### config.mk
export PLATFORM = sky130hd
export DESIGN_NAME = cpu_dma_bus_sequencer_flat
export DESIGN_NICKNAME = d
export VERILOG_FILES = /design/src/rtl/cpu_dma_bus_sequencer_if.sv /design/src/rtl/cpu_dma_bus_sequencer.sv /design/src/flat_wrapper.sv
export SDC_FILE = /design/constraint.sdc
export NUM_CORES = 1
export LEC_CHECK = 0
export ABC_AREA = 1
export CAP_MARGIN = 25
export CORE_ASPECT_RATIO = 0.9
export CORE_MARGIN = 10
export CORE_UTILIZATION = 50
export CTS_BUF_LIST = sky130_fd_sc_hd__clkbuf_16
export CTS_CLUSTER_SIZE = 24
export DETAILED_ROUTE_END_ITERATION = 8
export PLACE_DENSITY = 0.73
export SLEW_MARGIN = 30
export SYNTH_ARGS = -nofsm -noshare
export SYNTH_HDL_FRONTEND = slang
export SYNTH_SLANG_ARGS = --single-unit
### constraint.sdc
create_clock -name clk -period 1.95 [get_ports clk]
set_input_delay 0.39 -clock clk [delete_from_list [all_inputs] [get_ports clk]]
set_output_delay 0.39 -clock clk [all_outputs]
set_load 0.01 [all_outputs]
### src/rtl/cpu_dma_bus_sequencer_if.sv
// Bus ownership handshake between the CPU BIU, the DMA engine and the sequencer.
// The sequencer takes the master modport; the CPU/DMA side takes the slave modport.
interface cpu_dma_bus_sequencer_if;
  logic       cpu_req;
  logic       cpu_hold_ack;
  logic       dma_req;
  logic       cpu_grant;
  logic       dma_grant;
  logic       cpu_hold_req;
  logic       bus_busy;
  logic [1:0] owner;

  modport master (
    input  cpu_req, cpu_hold_ack, dma_req,
    output cpu_grant, dma_grant, cpu_hold_req, bus_busy, owner
  );

  modport slave (
    output cpu_req, cpu_hold_ack, dma_req,
    input  cpu_grant, dma_grant, cpu_hold_req, bus_busy, owner
  );
endinterface

### src/rtl/cpu_dma_bus_sequencer.sv
// Registered CPU/DMA bus ownership controller: HOLD/HLDA takeover from the CPU,
// fixed turnaround between owners, and a DMA burst bound so the CPU is never starved.
module cpu_dma_bus_sequencer #(
  parameter int unsigned MAX_BURST   = 16,
  parameter int unsigned CPU_MIN     = 4,
  parameter int unsigned TURN_CYCLES = 1
) (
  input  logic                            clk,
  input  logic                            rst_n,
  cpu_dma_bus_sequencer_if.master         bus
);

  localparam int unsigned CW = $clog2(CPU_MIN + 1);
  localparam int unsigned TW = $clog2(TURN_CYCLES + 1);
  localparam int unsigned BW = $clog2(MAX_BURST + 1);

  localparam logic [CW-1:0] CPU_MIN_V  = CW'(CPU_MIN);
  localparam logic [TW-1:0] TURN_LAST  = TW'(TURN_CYCLES - 1);
  localparam logic [BW-1:0] BURST_LAST = BW'(MAX_BURST - 1);

  typedef enum logic [2:0] {
    S_IDLE     = 3'd0,
    S_CPU      = 3'd1,
    S_CPU_HOLD = 3'd2,
    S_TURN     = 3'd3,
    S_DMA      = 3'd4
  } state_t;

  state_t        state;
  state_t        state_nxt;
  logic [CW-1:0] cpu_cnt;
  logic [TW-1:0] turn_cnt;
  logic [BW-1:0] burst_cnt;
  logic          starve;

  logic cpu_min_met;
  logic turn_last;
  logic burst_last;

  assign cpu_min_met = (cpu_cnt >= CPU_MIN_V);
  assign turn_last   = (turn_cnt == TURN_LAST);
  assign burst_last  = (burst_cnt == BURST_LAST);

  // Next owner selection; a forced DMA exit hands the bus to a waiting CPU first.
  always_comb begin
    state_nxt = state;
    case (state)
      S_IDLE: begin
        if (bus.dma_req)      state_nxt = S_DMA;
        else if (bus.cpu_req) state_nxt = S_CPU;
      end
      S_CPU: begin
        if (!bus.cpu_req)                     state_nxt = S_TURN;
        else if (bus.dma_req && cpu_min_met)  state_nxt = S_CPU_HOLD;
      end
      S_CPU_HOLD: begin
        if (bus.cpu_hold_ack || !bus.cpu_req) state_nxt = S_TURN;
      end
      S_TURN: begin
        if (turn_last) begin
          if (starve && bus.cpu_req) state_nxt = S_CPU;
          else if (bus.dma_req)      state_nxt = S_DMA;
          else if (bus.cpu_req)      state_nxt = S_CPU;
          else                       state_nxt = S_IDLE;
        end
      end
      S_DMA: begin
        if (!bus.dma_req || (bus.cpu_req && burst_last)) state_nxt = S_TURN;
      end
      default: state_nxt = S_IDLE;
    endcase
  end

  // State, counters and output decodes of the next state, all registered.
  always_ff @(posedge clk or negedge rst_n) begin
    if (!rst_n) begin
      state            <= S_IDLE;
      cpu_cnt          <= '0;
      turn_cnt         <= '0;
      burst_cnt        <= '0;
      starve           <= 1'b0;
      bus.cpu_grant    <= 1'b0;
      bus.dma_grant    <= 1'b0;
      bus.cpu_hold_req <= 1'b0;
      bus.bus_busy     <= 1'b0;
      bus.owner        <= 2'b00;
    end else begin
      state            <= state_nxt;
      bus.cpu_grant    <= (state_nxt == S_CPU) || (state_nxt == S_CPU_HOLD);
      bus.dma_grant    <= (state_nxt == S_DMA);
      bus.cpu_hold_req <= (state_nxt == S_CPU_HOLD);
      bus.bus_busy     <= (state_nxt != S_IDLE);
      if ((state_nxt == S_CPU) || (state_nxt == S_CPU_HOLD)) bus.owner <= 2'b01;
      else if (state_nxt == S_DMA)                          bus.owner <= 2'b10;
      else                                                  bus.owner <= 2'b00;

      // Counters hold zero outside their own state, so every entry starts fresh.
      if (state != S_CPU)              cpu_cnt <= '0;
      else if (cpu_cnt != CPU_MIN_V)   cpu_cnt <= cpu_cnt + CW'(1);

      if (state != S_TURN)             turn_cnt <= '0;
      else if (!turn_last)             turn_cnt <= turn_cnt + TW'(1);

      if (state != S_DMA)              burst_cnt <= '0;
      else if (!burst_last)            burst_cnt <= burst_cnt + BW'(1);

      if (state == S_DMA && state_nxt == S_TURN && bus.dma_req)
        starve <= 1'b1;
      else if (state != S_CPU && state_nxt == S_CPU)
        starve <= 1'b0;
    end
  end

endmodule

### src/flat_wrapper.sv
// flat-port wrapper written by rule: the top's interface ports become plain ports
module cpu_dma_bus_sequencer_flat 
#(
  parameter int unsigned MAX_BURST   = 16,
  parameter int unsigned CPU_MIN     = 4,
  parameter int unsigned TURN_CYCLES = 1
)
  (clk, rst_n, bus_cpu_req, bus_cpu_hold_ack, bus_dma_req, bus_cpu_grant, bus_dma_grant, bus_cpu_hold_req, bus_bus_busy, bus_owner);
  cpu_dma_bus_sequencer_if bus_i ();
  input  logic clk;
  input  logic rst_n;
  input wire logic [$bits(bus_i.cpu_req)-1:0] bus_cpu_req;
  input wire logic [$bits(bus_i.cpu_hold_ack)-1:0] bus_cpu_hold_ack;
  input wire logic [$bits(bus_i.dma_req)-1:0] bus_dma_req;
  output wire logic [$bits(bus_i.cpu_grant)-1:0] bus_cpu_grant;
  output wire logic [$bits(bus_i.dma_grant)-1:0] bus_dma_grant;
  output wire logic [$bits(bus_i.cpu_hold_req)-1:0] bus_cpu_hold_req;
  output wire logic [$bits(bus_i.bus_busy)-1:0] bus_bus_busy;
  output wire logic [$bits(bus_i.owner)-1:0] bus_owner;
  assign bus_i.cpu_req = bus_cpu_req;
  assign bus_i.cpu_hold_ack = bus_cpu_hold_ack;
  assign bus_i.dma_req = bus_dma_req;
  assign bus_cpu_grant = bus_i.cpu_grant;
  assign bus_dma_grant = bus_i.dma_grant;
  assign bus_cpu_hold_req = bus_i.cpu_hold_req;
  assign bus_bus_busy = bus_i.bus_busy;
  assign bus_owner = bus_i.owner;
  cpu_dma_bus_sequencer #(.MAX_BURST(MAX_BURST), .CPU_MIN(CPU_MIN), .TURN_CYCLES(TURN_CYCLES)) u_core (.clk(clk), .rst_n(rst_n), .bus(bus_i));
endmodule
==> impl_metrics.ini, run 1 <==
[synth]
synth_cell_types = 19
synth_warnings = 0
syn_area_um2 = 888
synth.avg_cell_area_um2 = 7.86
synth_cells = 113
syn-num-nets = 122
synth_seq_cells = 17
yosysSeqAreaShare = 0.479
synth_area_leaders = dfrtp_1 48%, nand2_1 11%, inv_1 6.3%
yosys.area.top_type_share = 0.479
yosysTopAreaCell = dfrtp_1

[clock_network]
cts_root_buf = clkbuf_16
postCtsHoldBufs = 0
cts_tree = done
clock_latency_ps = 240
clk_pin_slew_worst_paths_ps = 50
postCtsSetupBuffers = 0
clock-sinks = 17
cts_buffers = 3
clockBufferDepth = 2
htree_levels = 1
cts_resized = 0

[routing]
dr_total_vias = 732
postRouteWirelength_um = 1790
drtIter0Drc = 29
via_per_inst = 4.88
final_antenna_net_count = 0
dr.pass1.iters = 4
drc = 0
wl_per_cell_um = 11.9

[global_route]
antenna_found_initial = 0
grt_pass1_wl_um = 3010
grt_use_met1 = 0.119
grt-ovfl-total = 0
met2_usage = 0.164
grt_busiest_layer = met2
grt_pass1_vias = 675
grt_usage = 0.0999
use_met3 = 0.0280
grt_start_max_net_pins = 18

[setup_path]
crit_chain = ha_1 > inv_1 > nor3_1 > ha_1 > nand2_1 > nand2_1 > nand3_1 > nand2_1 > inv_2 > nand3_1 > nand2_1
critPathMaxFanout = 3
cp-start-kind = register
worstPathRequired_ps = 2080
end_kind = register
crit_type = reg2reg
cp_common_cell = nand2_1
cp_slowest_cell = dfrtp_1
worstPathArrival_ps = 1810
critPathMaxStageDelay_ps = 380

[place]
dpl.hpwl_um = 1420
dp_worst_setup_slack_ps = 163
port_buffers = 10
gp_congestion = 0.853
place_area_mm2 = 0.00102

[min_path]
hp-class = in2async

[floorplanning]
ios = 11
row_count = 14
die-area_mm2 = 0.00387
die_h_um = 60.0
fp.coreArea_mm2 = 0.00168
chipWidth_um = 64.4
start_util = 0.528

[timing]
fmax_mhz = 597
finalClockSkew_ps = 1.77
rsz0062_at_grt = false
layout_min_cycle_time_ps = 1680
fin_ws_ps = 274
maxSlewViolCount = 0
finalSetupViolCount = 0
finalSetupTns_ps = 0
hold_viol = 0
tightestPinTransition_ps = 273
slew_headroom = 0.817
finalCritPeriodShare = 0.859

[pwr]
power_leakage_nw = 0.551
power_w = 0.00150
power_frac_seq = 0.369
switching_share = 0.355
p_comb_frac = 0.369
max-vdd-ir-drop_mv = 0.773
clkPwrFrac = 0.262
power.density_mw_per_mm2 = 1370
p_int_w = 0.000965
p_sw_w = 0.000531

[final_layout]
drive_gt1_frac = 0.103
final_area_mm2 = 0.00109
final_cell_mix = 25 x nand2_1, 17 x dfrtp_1, 16 x inv_1, 13 x nor2_1
diodes = 0
fin_nets = 136
layout_commonest_cell = nand2_1
synthToLayoutAreaGrowth_pct = 23.2
final_core_util = 0.651

[outcome]
status = complete, no violations

[run]
max_cap_violations = 0
[power by group through the flow]
stage	registers (W)	clock network, W	logic [W]
final	0.000552	0.000393	0.000552
after floorplan	0.000556	0	0.000345
after global placement	0.000552	0	0.000537
after detailed placement	0.000554	0	0.000551
after global routing	0.000571	0.000423	0.000620
after CTS	0.000550	0.000401	0.000559
[cell usage after synthesis (all sizes together)]
| cell | number |
|---|---|
| buf | 3 |
| xnor2 | 1 |
| nand2 | 27 |
| o21ai | 4 |
| dfrtp | 17 |
| nor3 | 3 |
| nor2 | 16 |
| nand3 | 10 |
| inv | 18 |
| ha | 4 |
| xor2 | 1 |
| o31ai | 1 |
| o21bai | 1 |
| a21oi | 6 |
| nand4 | 1 |
[path summary, 6_finish.rpt]
check                                     from                   to  slack, ps  depth (start not counted)
max                        u_core.burst_cnt[0]  u_core.bus.owner[0]        270                         11
min                                      rst_n  u_core.burst_cnt[3]        490                          2
max reg2reg                u_core.burst_cnt[0]  u_core.bus.owner[0]        270                         11
min reg2reg                  u_core.cpu_cnt[0]    u_core.cpu_cnt[0]        500                          1
max in group asynchronous                rst_n        u_core.starve       1270                          2
min in group clk             u_core.cpu_cnt[0]    u_core.cpu_cnt[0]        500                          1
[metal layers]
metal	part of all wire	up-vias
met2	0.52	18
met1	0.44	330
met4	0.0089	0
li1	-	382
met5	0	-
met3	0.032	2
[kinds of logic after synthesis]
kind of cell,after synthesis,share of synthesized area
AO/OA/AOI/OAI,12,0.0732
XOR/XNOR,2,0.0197
adder cells (fa/ha/maj),4,0.0563
buffers and inverters,21,0.0958
flip-flops,17,0.479
AND/OR/NAND/NOR,57,0.276
[per-stage QoR]
step	hold slack (ps)	std cells
after CTS	494	150
after detailed placement	493	146
after global routing	504	150
after floorplan	94.4	113
final	486	150
after global placement	483	146
[registers in the layout (all words and copies together), names as in the netlist]
register and count:
u_core.burst_cnt 5, u_core.cpu_cnt 3, u_core.state 3, u_core.bus.owner 2
u_core.bus.bus_busy 1, u_core.bus.cpu_hold_req 1, u_core.bus.dma_grant 1, u_core.starve 1
[worst max-delay path, delay by kind of cell (launching register included)]
kind	cells	cell delay, ps
adder cells (fa/ha/maj)	2	390
buffers and inverters	2	100
AND/OR/NAND/NOR	7	700
flip-flops	1	380
[cell type report]
cell class | count | area (um^2)
fill | 151 | 587
sequential | 17 | 425
multi-input combinational | 75 | 378
timing repair buffer | 12 | 115
clock buffer | 3 | 75.1
inverter | 18 | 67.6
tap | 24 | 30.0
clock inverter | 1 | 3.75
No activity file was read; power rests on OpenSTA's default activity.
==> run 2, diff against run 1 <==
--- a/config.mk
+++ b/config.mk
@@ -5,7 +5,6 @@
 export SDC_FILE = /design/constraint.sdc
 export NUM_CORES = 1
 export LEC_CHECK = 0
-export ABC_AREA = 1
 export CAP_MARGIN = 25
 export CORE_ASPECT_RATIO = 0.9
 export CORE_MARGIN = 10
==> impl_metrics.ini, run 2 <==
[outcome]
status = complete, no violations

[global_route]
use_met3 = 0.0505
grt_busiest_layer = met2
grt_pass1_wl_um = 2820
grt-ovfl-total = 0
grt_pass1_vias = 634
grt_usage = 0.0933
antenna_found_initial = 0
met2_usage = 0.140
grt_start_max_net_pins = 18
grt_use_met1 = 0.104

[synth]
async_flop_share = 1.00
synth_cell_types = 34
synth_warnings = 0
synth_compound_area_frac = 0.114
synth_cells = 87
synthMuxAreaShare = 0.0114
synthXorXnorAreaFrac = 0.0598
synth-edff-count = 0
synthAdderAreaFrac = 0.0570
synth_top_flop_cell = dfrtp_1
yosysMostFrequentCell = dfrtp_1
synth_area_leaders = dfrtp_1 48%, ha_1 5.7%, nor2_1 4.3%
ys_top_cells_by_count = 17 x dfrtp_1, 10 x nor2_1, 8 x nand2_1
yosysSeqAreaShare = 0.484
yosysTopAreaCell = dfrtp_1
synthSimpleGateAreaFrac = 0.221
syn-num-nets = 96
synth.avg_cell_area_um2 = 10.1
synth_top_family_by_area = simple AND/OR/NAND/NOR gates
yosys.area.top_type_share = 0.484
syn_area_um2 = 878
synth_seq_cells = 17

[setup_path]
r2r-start = u_core.burst_cnt[0]
critPathMaxStageDelay_ps = 400
r2r_setup_slack_ps = 90
cp-start-kind = register
cp_slowest_cell = dfrtp_1
end_kind = register
r2r_cells = 7
crit_buf_inv = 0
critPathMaxFanout = 3
worstPathArrival_ps = 1990
cp_common_cell = ha_1
crit_family = simple AND/OR/NAND/NOR gates
crit_type = reg2reg
crit_chain = ha_1 > and3_1 > ha_1 > nand2_2 > a21oi_2 > or2_4 > or3_1
worstPathRequired_ps = 2070
regToRegEndpoint = u_core.bus.bus_busy

[clock_network]
clock-sinks = 17
clockBufferDepth = 2
htree_levels = 1
clock_latency_ps = 250
cts_buffers = 3
cts_root_buf = clkbuf_16
clk_pin_slew_worst_paths_ps = 50
postCtsSetupBuffers = 0
cts_tree = done

[final_layout]
fin_cells = 126
nFillCells = 134
final_core_util = 0.663
largest_reg_flops = 5
drive_gt1_frac = 0.167
final_cell_mix = 17 x dfrtp_1, 10 x nor2_1, 10 x clkdlybuf4s50_1, 7 x nand2_1, 6 x buf_4
layout_commonest_cell = dfrtp_1
top_register = u_core.burst_cnt
diodes = 0
synthToLayoutAreaGrowth_pct = 25.6
largestRegisters = u_core.burst_cnt: 5 flops, u_core.cpu_cnt: 3 flops, u_core.state: 3 flops
final_area_mm2 = 0.00110
fin_nets = 112

[run]
max_cap_violations = 0

[routing]
drc = 0
drtIter0Drc = 14
dr_total_vias = 631
dr.pass1.iters = 4
via_per_inst = 5.01
final_antenna_net_count = 0
wl_per_cell_um = 12.8
postRouteWirelength_um = 1610

[pwr]
power.density_mw_per_mm2 = 1350
max-vdd-ir-drop_mv = 1.10
power_leakage_nw = 0.500

[floorplanning]
row_count = 14
die-area_mm2 = 0.00384
start_util = 0.528
fp.coreArea_mm2 = 0.00166
ios = 11
chipWidth_um = 64.2
die_h_um = 59.8

[place]
port_buffers = 10
gp_congestion = 0.860
place_inst = 122
place_area_mm2 = 0.00102
dpl.hpwl_um = 1190

[timing]
finalSetupViolCount = 0
finalClockSkew_ps = 4.57
timing.hold.ws_ps = 458
tightestPinTransition_ps = 391
layout_min_cycle_time_ps = 1860
hold_viol = 0
maxSlewViolCount = 0
fmax_mhz = 536
finalCritPeriodShare = 0.956
finalSetupTns_ps = 0
slew_headroom = 0.737

[min_path]
hp-class = in2async
run 2: cell count changes after synthesis, moves of 3 or more:
| cell | previous run | this run |
|---|---|---|
| inv_1 | 15 | 3 |
| inv_2 | 3 | 0 |
| nand3_1 | 10 | 1 |
| nand2_1 | 25 | 8 |
| nor2_1 | 13 | 10 |
| nand2b_1 | 0 | 3 |
| nor2_2 | 3 | 0 |
run 2: cell type report:
| class | count | area, um^2 | area share |
|---|---|---|---|
| clock inverters | 1 | 3.75 | 0.00340 |
| flip-flops and latches | 17 | 425 | 0.385 |
| repair buffers | 16 | 145 | 0.132 |
| multi-input cells | 62 | 413 | 0.374 |
| inverters | 3 | 11.3 | 0.0102 |
| well taps | 24 | 30.0 | 0.0272 |
| clock buffers | 3 | 75.1 | 0.0680 |
run 2: worst max path at each step:
| stage | from | end | slack (ps) | cells past startpoint |
|---|---|---|---|---|
| floorplan | u_core.burst_cnt[0] | u_core.bus.bus_busy | 20 | 8 |
| global placement | bus_dma_req | u_core.bus.bus_busy | 60 | 5 |
| detailed placement | bus_dma_req | u_core.bus.bus_busy | 9 | 5 |
| CTS | u_core.burst_cnt[0] | u_core.bus.bus_busy | 60 | 7 |
| global route | u_core.burst_cnt[1] | u_core.bus.bus_busy | -30 | 8 |
| finish | u_core.burst_cnt[0] | u_core.bus.bus_busy | 90 | 7 |
run 2: worst register-to-register path, delay by kind of cell (launching register included):
family | cells | cell delay (ps)
AOI/OAI and AO/OA | 1 | 60
adders and majority gates | 2 | 410
DFF | 1 | 400
and+or+nand+nor | 4 | 880
run 2: cell families (layout without fill, tap and decap cells):
family                     after synthesis  after routing
DFF                                     17             17
and+or+nand+nor                         36             36
xor gates and xnor gates                 6              6
adders and majority gates                4              4
AOI/OAI and AO/OA                       15             15
buffers and inverters                    8             23
muxes                                    1              1
run 2: timing repair:
action / in CTS / in global routing
hold buffers: 0 / 0
gates resized for setup: 0 / 2
endpoints found under the hold margin: 0 / 0
setup endpoints to repair: 0 / 1
run 2: where the power goes:
group / internal (W) / total, W / leakage [nW] / switching [W]
registers: 0.000450 / 0.000540 / 0.224 / 0.0000899
logic: 0.000303 / 0.000549 / 0.234 / 0.000245
clock network: 0.000272 / 0.000398 / 0.0423 / 0.000126
run 2: per-stage QoR:
| step | worst slack [ps] | power (W) |
|---|---|---|
| floorplan | 16.7 | 0.000903 |
| global placement | 60.5 | 0.00108 |
| detailed placement | 8.90 | 0.00109 |
| CTS | 60.9 | 0.00149 |
| global route | -25.7 | 0.00159 |
| finish | 85.8 | 0.00149 |
run 2: metal layers:
| metal | vias up | part of all wire |
|---|---|---|
| li1 | 327 | - |
| met2 | 10 | 0.46 |
| met3 | 3 | 0.076 |
| met4 | 0 | 0.016 |
| met5 | - | 0 |
| met1 | 291 | 0.44 |
